**src/rtl/sm_controller.sv**
```systemverilog
// sm_controller: Moore FSM sequencing the register-file/ALU datapath; define SM_ILLEGAL_TRAP_EN to trap illegal instructions in ERR.
module sm_controller #(
    parameter int START_LEVEL = 1
) (
    input  logic       clk,
    input  logic       reset,
    input  logic       s,
    input  logic [2:0] opcode,
    input  logic [1:0] op,
    output logic       w,
    output logic       done,
    output logic [2:0] nsel,
    output logic       loada,
    output logic       loadb,
    output logic       loadc,
    output logic       loads,
    output logic       asel,
    output logic       bsel,
    output logic [1:0] vsel,
    output logic       write,
    output logic       err
);
    typedef enum logic [3:0] {
        S_WAIT, S_DECODE, S_GET_A, S_GET_B, S_ALU, S_CMP, S_WR_REG, S_WR_IMM
`ifdef SM_ILLEGAL_TRAP_EN
        , S_ERR
`endif
    } state_t;
    state_t st, nxt;
    logic [4:0] cls;
    logic armed, accept;
    assign accept = (st == S_WAIT) && s && ((START_LEVEL != 0) || armed);
    // armed records that s was seen low in WAIT since the last accept
    always_ff @(posedge clk or posedge reset) begin
        if (reset) begin
            st <= S_WAIT;
            cls <= 5'd0;
            armed <= 1'b1;
        end else begin
            st <= nxt;
            if (accept) cls <= {opcode, op};
            armed <= accept ? 1'b0 : ((st == S_WAIT && !s) ? 1'b1 : armed);
        end
    end
    always_comb begin
        nxt = st;
        w = 1'b0;
        done = 1'b0;
        nsel = 3'b000;
        loada = 1'b0;
        loadb = 1'b0;
        loadc = 1'b0;
        loads = 1'b0;
        asel = 1'b0;
        bsel = 1'b0;
        vsel = 2'b00;
        write = 1'b0;
        err = 1'b0;
        case (st)
            S_WAIT: begin
                w = 1'b1;
                nxt = accept ? S_DECODE : S_WAIT;
            end
            S_DECODE: begin
                case (cls)
                    5'b110_10: nxt = S_WR_IMM;
                    5'b110_00, 5'b101_11: nxt = S_GET_B;
                    5'b101_00, 5'b101_10, 5'b101_01: nxt = S_GET_A;
`ifdef SM_ILLEGAL_TRAP_EN
                    default: nxt = S_ERR;
`else
                    default: nxt = S_WAIT;
`endif
                endcase
            end
            S_GET_A: begin
                nsel = 3'b100;
                loada = 1'b1;
                nxt = S_GET_B;
            end
            S_GET_B: begin
                nsel = 3'b001;
                loadb = 1'b1;
                nxt = (cls == 5'b101_01) ? S_CMP : S_ALU;
            end
            S_ALU: begin
                loadc = 1'b1;
                asel = (cls == 5'b110_00);
                nxt = S_WR_REG;
            end
            S_CMP: begin
                loads = 1'b1;
                done = 1'b1;
                nxt = S_WAIT;
            end
            S_WR_REG: begin
                nsel = 3'b010;
                write = 1'b1;
                done = 1'b1;
                nxt = S_WAIT;
            end
            S_WR_IMM: begin
                nsel = 3'b100;
                vsel = 2'b10;
                write = 1'b1;
                done = 1'b1;
                nxt = S_WAIT;
            end
`ifdef SM_ILLEGAL_TRAP_EN
            S_ERR: err = 1'b1;
`endif
            default: nxt = S_WAIT;
        endcase
    end
endmodule
```
**config.mk**
```make
export PLATFORM = sky130hd
export DESIGN_NAME = sm_controller
export DESIGN_NICKNAME = d
export VERILOG_FILES = /design/src/rtl/sm_controller.sv
export SDC_FILE = /design/constraint.sdc
export NUM_CORES = 1
export LEC_CHECK = 0
export ABC_AREA = 1
export CORE_AREA = 5 5 42 44
export CTS_CLUSTER_SIZE = 40
export DETAILED_ROUTE_END_ITERATION = 10
export DIE_AREA = 0 0 47 49
export MAX_ROUTING_LAYER = met4
export PLACE_DENSITY = 0.79
export SYNTH_ARGS = -nofsm -noshare
export SYNTH_HDL_FRONTEND = slang
export SYNTH_SLANG_ARGS = --single-unit
```
**constraint.sdc**
```tcl
create_clock -name clk -period 2 [get_ports clk]
set_input_delay 0.3 -clock clk [delete_from_list [all_inputs] [get_ports clk]]
set_output_delay 0.3 -clock clk [all_outputs]
set_load 0.1 [all_outputs]
```
### After elaboration in Yosys (flattened, before gate mapping)

Index checks and enable logic that the tools add are counted.

| storage, ports and cells | value |
|---|---|
| bits of input ports | 8 |
| register bits | 9 |
| word-level logic and storage cells | 36 |

| operators by class | value |
|---|---|
| reduce and logical (&&, ||, !) cells | 7 |
| muxes and demuxes | 14 |
| equal/unequal tests | 13 |

Operators with widths:

| cell | number |
|---|---|
| 5-bit equality test (second input constant) | 6 |
| 3-bit one-hot mux with 3 select lines | 2 |
| 4-bit by 3-bit equality test with 1-bit output (second input constant) | 4 |
| 3-bit one-hot mux with 5 select lines | 1 |
| 1-bit two-way mux | 10 |
| 4-bit by 2-bit equality test with 1-bit output (second input constant) | 2 |
| 2-bit OR reduction | 3 |
| 3-bit OR reduction | 2 |
| 4-bit by 1-bit equality test with 1-bit output (second input constant) | 1 |
| 4-bit logical NOT | 1 |
| 2-bit two-way mux | 1 |
| 1-bit logical AND | 1 |

### Longest topological paths before layout

Gate-level depths: netlist (run 1).

| depth | value |
|---|---|
| depth in word-level cells | 4 |
| mapped depth | 7 |
| depth with buffers taken out | 6 |

### Least setup slack after synthesis (run 1)

OpenSTA, ideal clock, no wires.

| timing path | value |
|---|---|
| path kind | reg2out |
| start | reg st[1] |
| end | out asel |
| data arrival time | 2.784 ns |
| cell stages (with the launch flop) | 5 |
| slack | -1.084 ns |
| path buffers | 1 |
| cell sequence | dfrtp_1 > buf_6 > nor2_4 > nand2_1 > nor3_1 |

| on the way | value |
|---|---|
| cells in the longest elaborated chain, start to end | 2 |

Ends and longest elaborated chain:

| what | line | RTL |
|---|---|---|
| start: declaration | 29 | `state_t st, nxt;` |
| start signal: assignment | 40 | `st <= nxt;` |
| 4-bit by 3-bit equality test with 1-bit output | 59 | `case (st)` |
| 1-bit two-way mux | 59 |  |
| end: declaration | 17 | `output logic asel,` |

No other way between the ends.

### Final worst setup path (run 1)

Ends and elaborated chain as after synthesis.

==> results_tabular.tex, run 1 <==
\begin{tabular}{lr}
\hline
Metric & Value \\
\hline
\multicolumn{2}{l}{\textbf{Yosys}} \\
Synthesized netlist cell count & 72 \\
Synthesis-stage register bit count & 8 \\
Post-synth top area share & roughly two fifths \\
Library cell occupying the most area in the post-synthesis netlist & dfrtp\_1 \\
Commonest cells in the netlist & 13 x nand2\_1, 12 x inv\_1, 11 x nor2\_1 \\
EDFF count, synth & 0 \\
Average cell area after synthesis & 7.06 sq um \\
Post-synthesis async set-or-reset flop share & 100\% \\
Commonest register cell after synthesis & dfrtp\_1 \\
Yosys warnings & 0 \\
Combined area of all synthesized cells & 508 sq um \\
Cell with the most instances after synthesis & nand2\_1 \\
Share of the yosys chip area belonging to registers & approximately two fifths \\
Synth area leaders & dfrtp\_1 39\%, nand2\_1 9.6\%, inv\_1 8.9\% \\
Number of distinct standard cells referenced by the synthesized netlist & 17 \\
\multicolumn{2}{l}{\textbf{Timing}} \\
Timing-limited maximum frequency & 568 MHz \\
Unrepaired setup endpoints after global routing & false \\
Final number of hold-violating endpoints & 0 \\
Final-report max-slew violation count & 0 \\
Final Cycle Share & 88.1\% \\
Total of endpoints with negative setup slack in the final report & 0 \\
Fin Clk Skew & 0.00855 ns \\
Final min period & 1.76 ns \\
\multicolumn{2}{l}{\textbf{Cells and area}} \\
Post-route non-filler standard cell count & $\sim$110 \\
Fin nets & 100 \\
\# diodes & 0 \\
Area of combinational cells with multiple inputs & 239 sq um \\
FF+latch area & approximately 200 sq um \\
Fill cell count & 131 \\
Ratio of cells with drive above 1 in the final layout & between 20 and 30\% \\
Area added between synthesis and finish & 65.5\% \\
\multicolumn{2}{l}{\textbf{Global route}} \\
Pin count of the biggest net entering global routing & 12 \\
Total GRT Usage & between 10\% and 20\% \\
Number of antenna violations at the first check in global routing & 0 \\
Vias in the first global route & 426 \\
Residual overflow from global routing & 0 \\
Wire length of the first global-routing pass & about 1.7 mm \\
\multicolumn{2}{l}{\textbf{Clock network}} \\
Clock transition at path regs & 0.06 ns \\
\# Post-CTS Setup Buffers & 0 \\
Clk root buf & clkbuf\_4 \\
Maximum buffer depth of the clock tree & 2 \\
Number of buffers added to fix hold violations after cts & 0 \\
Cts bufs inserted & 3 \\
Post-CTS Resized & 0 \\
Worst skew pair latency & between 0.2 and 0.3 ns \\
Number of sinks on the clock net & 8 \\
TritonCTS clock tree & built \\
H-Tree Level Count & 1 \\
\multicolumn{2}{l}{\textbf{Placed design}} \\
DP HPWL & 891 um \\
Count of buffers from port buffering & 19 \\
Placer Congestion & 0.759 \\
Count of placed standard cells including taps & 103 \\
\multicolumn{2}{l}{\textbf{Route}} \\
Average vias per placed instance & 4.65 \\
Wire length per cell after detailed routing & 9.98 um \\
Violation count after the first detailed-route iteration & 3 \\
Total wirelength of the detailed-routed design & 1.06 mm \\
Total number of vias & between 400 and 500 \\
Count of nets left with antenna violations after detail routing & 0 \\
Count of TritonRoute iterations in the first routing pass & 4 \\
Detailed-route DRC error count & 0 \\
\multicolumn{2}{l}{\textbf{Setup path}} \\
Reg2reg path depth & 6 \\
Register-to-register path setup slack & 0.74 ns \\
Kind of capture point of the worst setup path & output port \\
Crit Path Class & reg2out \\
CP Data Arrival Time & approximately 1.5 ns \\
Reg-to-reg endpoint & st[0]\$\_DFF\_PP0\_ \\
Launching element type of the critical path & register \\
Worst R2R Start & st[0]\$\_DFF\_PP0\_ \\
Data required time at the worst endpoint & 1.70 ns \\
Max FO, Critical Path & 8 \\
\multicolumn{2}{l}{\textbf{Floorplan}} \\
Width of the die & 47 um \\
Number of placement rows & 14 \\
Die Span Y & approximately 49 um \\
Starting density of the core & 36.2\% \\
Core region area & 1400 sq um \\
Die Area & roughly 2300 sq um \\
Total I/O pin count & 23 \\
\multicolumn{2}{l}{\textbf{Job}} \\
MaxCap Viol Count & 0 \\
\multicolumn{2}{l}{\textbf{Worst hold path}} \\
Classification of the worst-slack hold path & in2async \\
\multicolumn{2}{l}{\textbf{Run status}} \\
Run status & complete, no violations \\
\hline
\end{tabular}
[kinds of logic (layout without fill, tap and decap cells)]
logic type	after synthesis	count (layout)	synth area share, %
buffers and inverters	19	35	19.2
other	1	3	0.738
AOI/OAI and AO/OA	8	8	8.37
and+or+nand+nor	36	36	32.3
DFF	8	8	39.4
[worst max-delay path by stage]
stage / from / end / slack (ns) / cells after the start
finish: st[1]$_DFF_PP0_ / asel / 0.24 / 4
global placement: st[1]$_DFF_PP0_ / asel / 0.51 / 4
floorplan: st[1]$_DFF_PP0_ / asel / -0.23 / 4
global route: st[1]$_DFF_PP0_ / asel / 0.15 / 4
detailed placement: st[1]$_DFF_PP0_ / asel / 0.50 / 4
CTS: st[1]$_DFF_PP0_ / asel / 0.22 / 4
[metrics by stage]
| stage | setup slack [ns] | setup TNS, ns | area, sq um | hold WS, ns | util (%) |
|---|---|---|---|---|---|
| after floorplan | -0.228 | -0.741 | 537 | 0.116 | - |
| after detailed placement | 0.495 | 0 | 818 | 0.513 | 58.4 |
| after global routing | 0.153 | 0 | 841 | 0.330 | 60.0 |
| after global placement | 0.511 | 0 | 818 | 0.494 | 58.4 |
| final | 0.238 | 0 | 841 | 0.293 | 60.0 |
| after CTS | 0.216 | 0 | 841 | 0.299 | 60.0 |
[area by class of cell]
cell class,count,share of cell area [%]
inverter,13,5.80
clock buffer,3,2.68
sequential,8,23.8
timing repair buffer,19,36.9
multi-input combinational,47,28.4
tap,16,2.38
[cells in the final DEF (no fill, tap or decap)]
cell,count
nand2_2,1
clkdlybuf4s50_1,7
nor3_1,1
nor2_1,10
nand3_2,1
nor3_2,3
inv_2,1
a21oi_1,3
nand3_1,4
o21ai_2,1
o211ai_1,1
nor2_2,2
nand2_1,13
conb_1,3
inv_1,12
clkbuf_4,3
o21ai_0,3
nor2_4,1
dfrtp_1,8
buf_12,12
[registers in the layout (all words and copies together) (netlist names)]
register  flops
cls           5
st            3
[layer usage]
metal	wire length (um)	GRT usage [%]	vias to the layer above
met5	0	-	-
met2	541	17.6	16
met3	100	1.11	2
met4	15	6.91	0
li1	-	-	251
met1	400	10.2	224
[critical path: stages, from the launching register on]
cell     delay (ns)
dfrtp_1        0.48
nor2_4         0.17
nand2_1        0.12
nor3_2         0.24
buf_12         0.21
Power of run 1 is not shown: default switching activity piles up to over one toggle a cycle in this logic, so the estimate is an artifact.
==> inputs of run 2 (changes only) <==
- ABC_AREA: 1 -> unset
- CORE_AREA: 5 5 42 44 -> unset
- CORE_MARGIN: unset -> 5
- CORE_UTILIZATION: unset -> 40
- DIE_AREA: 0 0 47 49 -> unset
- PLACE_DENSITY: 0.79 -> 0.82
==> results_tabular.tex, run 2 <==
\begin{tabular}{lr}
\hline
Metric & Value \\
\hline
\multicolumn{2}{l}{\textbf{Floorplan}} \\
Starting density of the core & 41.5\% (+5.3 points) \\
Width of the die & 46.3 um (-1.5\%) \\
Total I/O pin count & 23 (unchanged) \\
Die Area & 2140 sq um (-7.0\%) \\
Number of placement rows & 13 (-1) \\
Die Span Y & 46.3 um (-5.5\%) \\
Core region area & 1270 sq um (-9.5\%) \\
\multicolumn{2}{l}{\textbf{Placed design}} \\
Count of placed standard cells including taps & 84 (-18\%) \\
DP HPWL & 861 um (-3.3\%) \\
Placer Congestion & 0.777 (+2.4\%) \\
Count of buffers from port buffering & 19 (unchanged) \\
\multicolumn{2}{l}{\textbf{Setup path}} \\
CP Data Arrival Time & 1.56 ns (+0.10 ns) \\
Worst R2R Start & st[2]\$\_DFF\_PP0\_ \\
Timing endpoint of the critical path & asel \\
Launching element type of the critical path & register \\
Max FO, Critical Path & 9 (+1) \\
Reg2reg path depth & 3 (-3) \\
Worst setup path start & st[0]\$\_DFF\_PP0\_ \\
Kind of capture point of the worst setup path & output port \\
Worst path slowest cell & dfrtp\_1 \\
Crit-path max cell delay & 0.49 ns (about the same) \\
Critical Path, Cell by Cell & nor2\_1 -> nand2\_1 -> nor3b\_4 -> buf\_12 \\
Crit Path Class & reg2out \\
Data required time at the worst endpoint & 1.70 ns (about the same) \\
Register-to-register path setup slack & 0.41 ns (-0.33 ns) \\
Reg-to-reg endpoint & cls[0]\$\_DFFE\_PP0P\_ \\
\multicolumn{2}{l}{\textbf{Yosys}} \\
Library cell occupying the most area in the post-synthesis netlist & dfrtp\_1 \\
Synthesis-stage register bit count & 8 (unchanged) \\
Yosys warnings & 0 (unchanged) \\
Average cell area after synthesis & 9.41 sq um (+33\%) \\
Synthesized netlist cell count & 56 (-22\%) \\
Commonest register cell after synthesis & dfrtp\_1 \\
Combined area of all synthesized cells & 527 sq um (+3.7\%) \\
Share of the yosys chip area belonging to registers & 38.0\% (-1.4 points) \\
Post-synth top area share & 38.0\% (-1.4 points) \\
Number of distinct standard cells referenced by the synthesized netlist & 26 (+9) \\
Post-synthesis async set-or-reset flop share & 100\% (unchanged) \\
EDFF count, synth & 0 (unchanged) \\
Commonest cells in the netlist & 8 x dfrtp\_1, 7 x nor2\_1, 6 x buf\_4 \\
Cell with the most instances after synthesis & dfrtp\_1 \\
Synth area leaders & dfrtp\_1 38\%, buf\_4 8.6\%, mux2\_2 8.6\% \\
\multicolumn{2}{l}{\textbf{Power and ir drop}} \\
Fraction of power spent switching nets & between 50\% and 60\% \\
Portion of total power attributed to combinational logic & 66.3\% \\
Sequential cell fraction of total power & 25.5\% \\
Maximum resistive drop on vdd & 1110 uV \\
Total internal power & 694 uW \\
Leakage power of the design & about 0.00038 uW \\
Relative contribution of the clock network to total power & around 8.2\% \\
Overall power of the completed layout & 1460 uW \\
Switching power of the nets & 765 uW \\
Total power density per cell area & 1670 nW/um\^{}2 \\
\multicolumn{2}{l}{\textbf{Clock network}} \\
Worst skew pair latency & 0.25 ns (about the same) \\
Number of buffers added to fix hold violations after cts & 0 (unchanged) \\
Cts bufs inserted & 3 (unchanged) \\
H-Tree Level Count & 1 (unchanged) \\
Clock transition at path regs & 0.05 ns (about the same) \\
Number of sinks on the clock net & 8 (unchanged) \\
TritonCTS clock tree & built \\
Clk root buf & clkbuf\_4 \\
Maximum buffer depth of the clock tree & 2 (unchanged) \\
\multicolumn{2}{l}{\textbf{Job}} \\
MaxCap Viol Count & 0 (unchanged) \\
\multicolumn{2}{l}{\textbf{Timing}} \\
Final number of hold-violating endpoints & 0 (unchanged) \\
Total of endpoints with negative setup slack in the final report & 0 (unchanged) \\
Unrepaired setup endpoints after global routing & false \\
Final-report max-slew violation count & 0 (unchanged) \\
Final min period & 1.86 ns (+0.0960 ns) \\
Timing-limited maximum frequency & 538 MHz (-5.2\%) \\
Fin Clk Skew & 0.00230 ns (-0.00625 ns) \\
Final Cycle Share & 92.9\% (+4.8 points) \\
\multicolumn{2}{l}{\textbf{Cells and area}} \\
Fin nets & 82 (-18\%) \\
Leading registers by flop count & cls: 5 flops, st: 3 flops \\
Leading cell type in the layout, fill and taps excluded & buf\_12 \\
Commonest cells after routing, fill and taps aside & 12 x buf\_12, 7 x dfrtp\_1, 7 x clkdlybuf4s50\_1 \\
Largest register by flop count & cls \\
Ratio of cells with drive above 1 in the final layout & 41.7\% (+14 points) \\
Area added between synthesis and finish & 65.8\% \\
Flip-flop count of the largest register after layout & 5 (unchanged) \\
\# diodes & 0 (unchanged) \\
Post-route non-filler standard cell count & 87 (-18\%) \\
\multicolumn{2}{l}{\textbf{Route}} \\
Violation count after the first detailed-route iteration & 8 (+5) \\
Average vias per placed instance & 5.00 (+7.5\%) \\
Total number of vias & 435 (-12\%) \\
Count of TritonRoute iterations in the first routing pass & 2 (-2) \\
Sum of met3 wire segment lengths after detailed routing & 77 um (-23\%) \\
Count of nets left with antenna violations after detail routing & 0 (unchanged) \\
Highest metal used & met4 \\
Detailed-route DRC error count & 0 (unchanged) \\
Wire length per cell after detailed routing & 11.9 um (+19\%) \\
Total wirelength of the detailed-routed design & 1.03 mm (-2.4\%) \\
Routed wl met2 & 505 um (-6.7\%) \\
Wire length on met1 & 430 um (+7.5\%) \\
\multicolumn{2}{l}{\textbf{Global route}} \\
Total GRT Usage & 10.4\% (+0.076 points) \\
Pin count of the biggest net entering global routing & 11 (-1) \\
Wire length of the first global-routing pass & 1.46 mm (-13\%) \\
Vias in the first global route & 342 (-20\%) \\
Residual overflow from global routing & 0 (unchanged) \\
Number of antenna violations at the first check in global routing & 0 (unchanged) \\
\multicolumn{2}{l}{\textbf{Worst hold path}} \\
Classification of the worst-slack hold path & in2async \\
\multicolumn{2}{l}{\textbf{Run status}} \\
Run status & complete, no violations \\
\hline
\end{tabular}
## run 2: cell count changes after synthesis, sizes merged, moves of 2 or more
cell	before	now
a21oi	3	1
and2	0	2
buf	6	8
inv	13	4
mux2	0	5
nand2	14	3
nand3	5	0
nor2	13	7
nor2b	0	2
nor3	4	1
nor3b	0	3
o21ai	4	1
## run 2: final cells by class
class / count / area, sq um
flip-flops and latches: 8 / 201
clock buffers: 3 / 22.5
well taps: 15 / 18.8
fillers: 90 / 395
multi-input cells: 38 / 305
inverters: 4 / 15.0
repair buffers: 19 / 310
## run 2: through the flow
stage | hold WS, ns | cell area (sq um) | setup WS (ns) | TNS (ns) | utilization, %
after detailed placement | 0.533 | 850 | 0.377 | 0 | 67.0
after floorplan | 0.116 | 589 | -0.186 | -0.879 | -
after CTS | 0.293 | 872 | 0.0901 | 0 | 68.7
after global routing | 0.324 | 873 | 0.0338 | 0 | 68.8
after global placement | 0.517 | 850 | 0.388 | 0 | 67.0
final | 0.294 | 873 | 0.142 | 0 | 68.8
## run 2: power by group through the flow
| stage | Sequential [uW] | Combinational [uW] | Clock (uW) |
|---|---|---|---|
| 3_5_place_dp | 369 | 972 | 0 |
| 3_3_place_gp | 362 | 963 | 0 |
| 5_1_grt | 386 | 1010 | 131 |
| 6_report | 371 | 967 | 120 |
| 2_1_floorplan | 291 | 798 | 0 |
| 4_1_cts | 368 | 974 | 126 |
## run 2: cells by family after synthesis
logic type | share of synthesized area [%]
mux | 10.7
buf+inv | 14.5
compound gates | 9.03
flops | 38.0
simple gates | 27.1
other cells | 0.712
## run 2: metal layers
layer | GRT usage, % | up-vias
li1 | - | 213
met1 | 11.4 | 205
met2 | 15.7 | 15
met3 | 4.69 | 2
met4 | 5.11 | 0
met5 | - | -
## run 2: what timing repair did
action / 4_1_cts / 5_1_grt
buffers inserted: 0 / 0
setup endpoints to repair: 0 / 1
gates resized for setup: 0 / 1
## run 2: worst min-delay path by stage
stage / start / endpoint / slack [ns] / cells past startpoint
global route: reset / cls[3]$_DFFE_PP0P_ / 0.32 / 2
floorplan: reset / cls[0]$_DFFE_PP0P_ / 0.12 / 1
detailed placement: cls[4]$_DFFE_PP0P_ / cls[4]$_DFFE_PP0P_ / 0.53 / 1
global placement: cls[4]$_DFFE_PP0P_ / cls[4]$_DFFE_PP0P_ / 0.52 / 1
CTS: reset / cls[0]$_DFFE_PP0P_ / 0.29 / 2
finish: reset / cls[3]$_DFFE_PP0P_ / 0.29 / 2
## run 2: critical path: cells and delay by family (launching register included)
family | cells | cell delay [ns]
DFF | 1 | 0.49
buffers and inverters | 1 | 0.20
and+or+nand+nor | 3 | 0.61
Power figures use the tool's default switching activity.
==> inputs of run 3 (changes only) <==
- CORE_AREA: unset -> 5 5 42 44
- CORE_MARGIN: 5 -> unset
- CORE_UTILIZATION: 40 -> unset
- CTS_CLUSTER_DIAMETER: unset -> 30
- CTS_CLUSTER_SIZE: 40 -> unset
- DIE_AREA: unset -> 0 0 47 49
- PLACE_DENSITY: 0.82 -> 0.81
==> results_tabular.tex, run 3 (synthesized netlist as in run 2, its figures left out) <==
\begin{tabular}{lr}
\hline
Metric & Value \\
\hline
\multicolumn{2}{l}{\textbf{Route}} \\
Wire length per cell after detailed routing & 13.5 um (+13\%) \\
Violation count after the first detailed-route iteration & 1 (-7) \\
Total number of vias & 441 (+1.4\%) \\
Count of TritonRoute iterations in the first routing pass & 3 (+1) \\
Detailed-route DRC error count & 0 (unchanged) \\
Count of nets left with antenna violations after detail routing & 0 (unchanged) \\
Average vias per placed instance & 5.01 (+0.23\%) \\
Total wirelength of the detailed-routed design & 1.19 mm (+15\%) \\
\multicolumn{2}{l}{\textbf{Job}} \\
MaxCap Viol Count & 0 (unchanged) \\
\multicolumn{2}{l}{\textbf{Floorplan}} \\
Die Area & 2300 sq um (+7.5\%) \\
Number of placement rows & 14 (+1) \\
Width of the die & 47 um (+1.5\%) \\
Starting density of the core & 37.6\% (-3.9 points) \\
Die Span Y & 49 um (+5.9\%) \\
Total I/O pin count & 23 (unchanged) \\
Core region area & 1400 sq um (+10\%) \\
\multicolumn{2}{l}{\textbf{Global route}} \\
Wire length of the first global-routing pass & 1.99 mm (+36\%) \\
Number of antenna violations at the first check in global routing & 0 (unchanged) \\
Met3 Track Usage GR & 3.32\% (-1.4 points) \\
Residual overflow from global routing & 0 (unchanged) \\
Most used routing layer in global routing & met2 \\
GR Util met2 & 19.9\% (+4.3 points) \\
Vias in the first global route & 454 (+33\%) \\
Total GRT Usage & 12.7\% (+2.4 points) \\
Pin count of the biggest net entering global routing & 11 (unchanged) \\
Met1 GRT Util & 13.4\% (+2.0 points) \\
\multicolumn{2}{l}{\textbf{Cells and area}} \\
Leading cell type in the layout, fill and taps excluded & buf\_12 \\
Commonest cells after routing, fill and taps aside & 12 x buf\_12, 7 x dfrtp\_1, 7 x clkdlybuf4s50\_1 \\
Leading registers by flop count & cls: 5 flops, st: 3 flops \\
Ratio of cells with drive above 1 in the final layout & 41.7\% (unchanged) \\
Largest register by flop count & cls \\
\# diodes & 0 (unchanged) \\
Flip-flop count of the largest register after layout & 5 (unchanged) \\
Fin nets & 82 (unchanged) \\
Post-Route Utilization & 62.4\% (-6.4 points) \\
Area added between synthesis and finish & 66.0\% \\
\multicolumn{2}{l}{\textbf{Clock network}} \\
Worst skew pair latency & 0.26 ns (about the same) \\
TritonCTS clock tree & built \\
Maximum buffer depth of the clock tree & 2 (unchanged) \\
Number of sinks on the clock net & 8 (unchanged) \\
Clock transition at path regs & 0.06 ns (about the same) \\
H-Tree Level Count & 1 (unchanged) \\
Clk root buf & clkbuf\_4 \\
Cts bufs inserted & 3 (unchanged) \\
\multicolumn{2}{l}{\textbf{Power and ir drop}} \\
Total power density per cell area & 1680 nW/um\^{}2 (+0.75\%) \\
Leakage power of the design & 0.000375 uW (unchanged) \\
Overall power of the completed layout & 1470 uW (+0.89\%) \\
Maximum resistive drop on vdd & 1040 uV (-6.3\%) \\
\multicolumn{2}{l}{\textbf{Run status}} \\
Run status & complete, no violations \\
\multicolumn{2}{l}{\textbf{Worst hold path}} \\
Classification of the worst-slack hold path & in2async \\
\multicolumn{2}{l}{\textbf{Setup path}} \\
Crit Path Class & reg2out \\
CP Data Arrival Time & 1.57 ns (about the same) \\
Data required time at the worst endpoint & 1.70 ns (about the same) \\
Launching element type of the critical path & register \\
Kind of capture point of the worst setup path & output port \\
Reg2reg path depth & 3 (unchanged) \\
Max FO, Critical Path & 9 (unchanged) \\
\multicolumn{2}{l}{\textbf{Timing}} \\
Timing-limited maximum frequency & 534 MHz (-0.81\%) \\
Unrepaired setup endpoints after global routing & false \\
Final min period & 1.87 ns (+0.0152 ns) \\
Final number of hold-violating endpoints & 0 (unchanged) \\
Final Cycle Share & 93.6\% (+0.76 points) \\
Total of endpoints with negative setup slack in the final report & 0 (unchanged) \\
Final-report max-slew violation count & 0 (unchanged) \\
Fin Clk Skew & 0.00162 ns (-0.000682 ns) \\
\multicolumn{2}{l}{\textbf{Placed design}} \\
DP HPWL & 966 um (+12\%) \\
Placer Congestion & 0.816 (+5.0\%) \\
Count of buffers from port buffering & 19 (unchanged) \\
\hline
\end{tabular}
[run 3: cell counts in the layout (fill, tap and decap cells not counted)]
Identical to the previous run, type by type.
[run 3: worst max-delay path, cell delays in order (launching register included)]
cell	delay, ns
dfrtp_1	0.49
nor2_1	0.20
nand2_1	0.17
nor3b_4	0.25
buf_12	0.20
[run 3: where the power goes]
group | internal [uW] | switching [uW] | leakage (uW)
combinational | 387 | 588 | 0.000265
sequential | 238 | 129 | 0.0000960
clock | 69.1 | 60.7 | 0.0000138
total | 694 | 777 | 0.000375
[run 3: path summary, 6_finish.rpt]
| kind | from | endpoint | slack, ns |
|---|---|---|---|
| max reg2reg | st[2]$_DFF_PP0_ | cls[0]$_DFFE_PP0P_ | 0.41 |
| min reg2reg | cls[4]$_DFFE_PP0P_ | cls[4]$_DFFE_PP0P_ | 0.55 |
| max | st[0]$_DFF_PP0_ | asel | 0.13 |
| min in group clk | cls[4]$_DFFE_PP0P_ | cls[4]$_DFFE_PP0P_ | 0.55 |
| max in group asynchronous | reset | st[1]$_DFF_PP0_ | 1.46 |
| min | reset | cls[3]$_DFFE_PP0P_ | 0.28 |
[run 3: final cells by class]
cell class,instances,area [sq um]
Multi-Input combinational cell,38,305
Inverter,4,15.0
Sequential cell,8,201
Timing Repair Buffer,19,310
Fill cell,118,527
Clock buffer,3,22.5
Tap cell,16,20.0
[run 3: per-layer routing]
layer	vias to the layer above	wire length (um)
li1	212	-
met1	214	449
met2	12	636
met3	3	70
met4	0	29
met5	-	0
[run 3: timing repair]
action                                  in CTS  in global routing
setup buffers                                0                  0
hold buffers                                 0                  0
resized for setup                            0                  1
endpoints found under the setup margin       0                  1
[run 3: stage by stage]
stage	std cells	TNS, ns	area [sq um]	hold slack [ns]	worst slack [ns]
2_1_floorplan	58	-0.879	589	0.116	-0.186
3_3_place_gp	85	0	851	0.527	0.394
3_5_place_dp	85	0	851	0.528	0.377
4_1_cts	88	0	873	0.288	0.0862
5_1_grt	88	0	875	0.316	0.0168
6_report	88	0	875	0.284	0.127
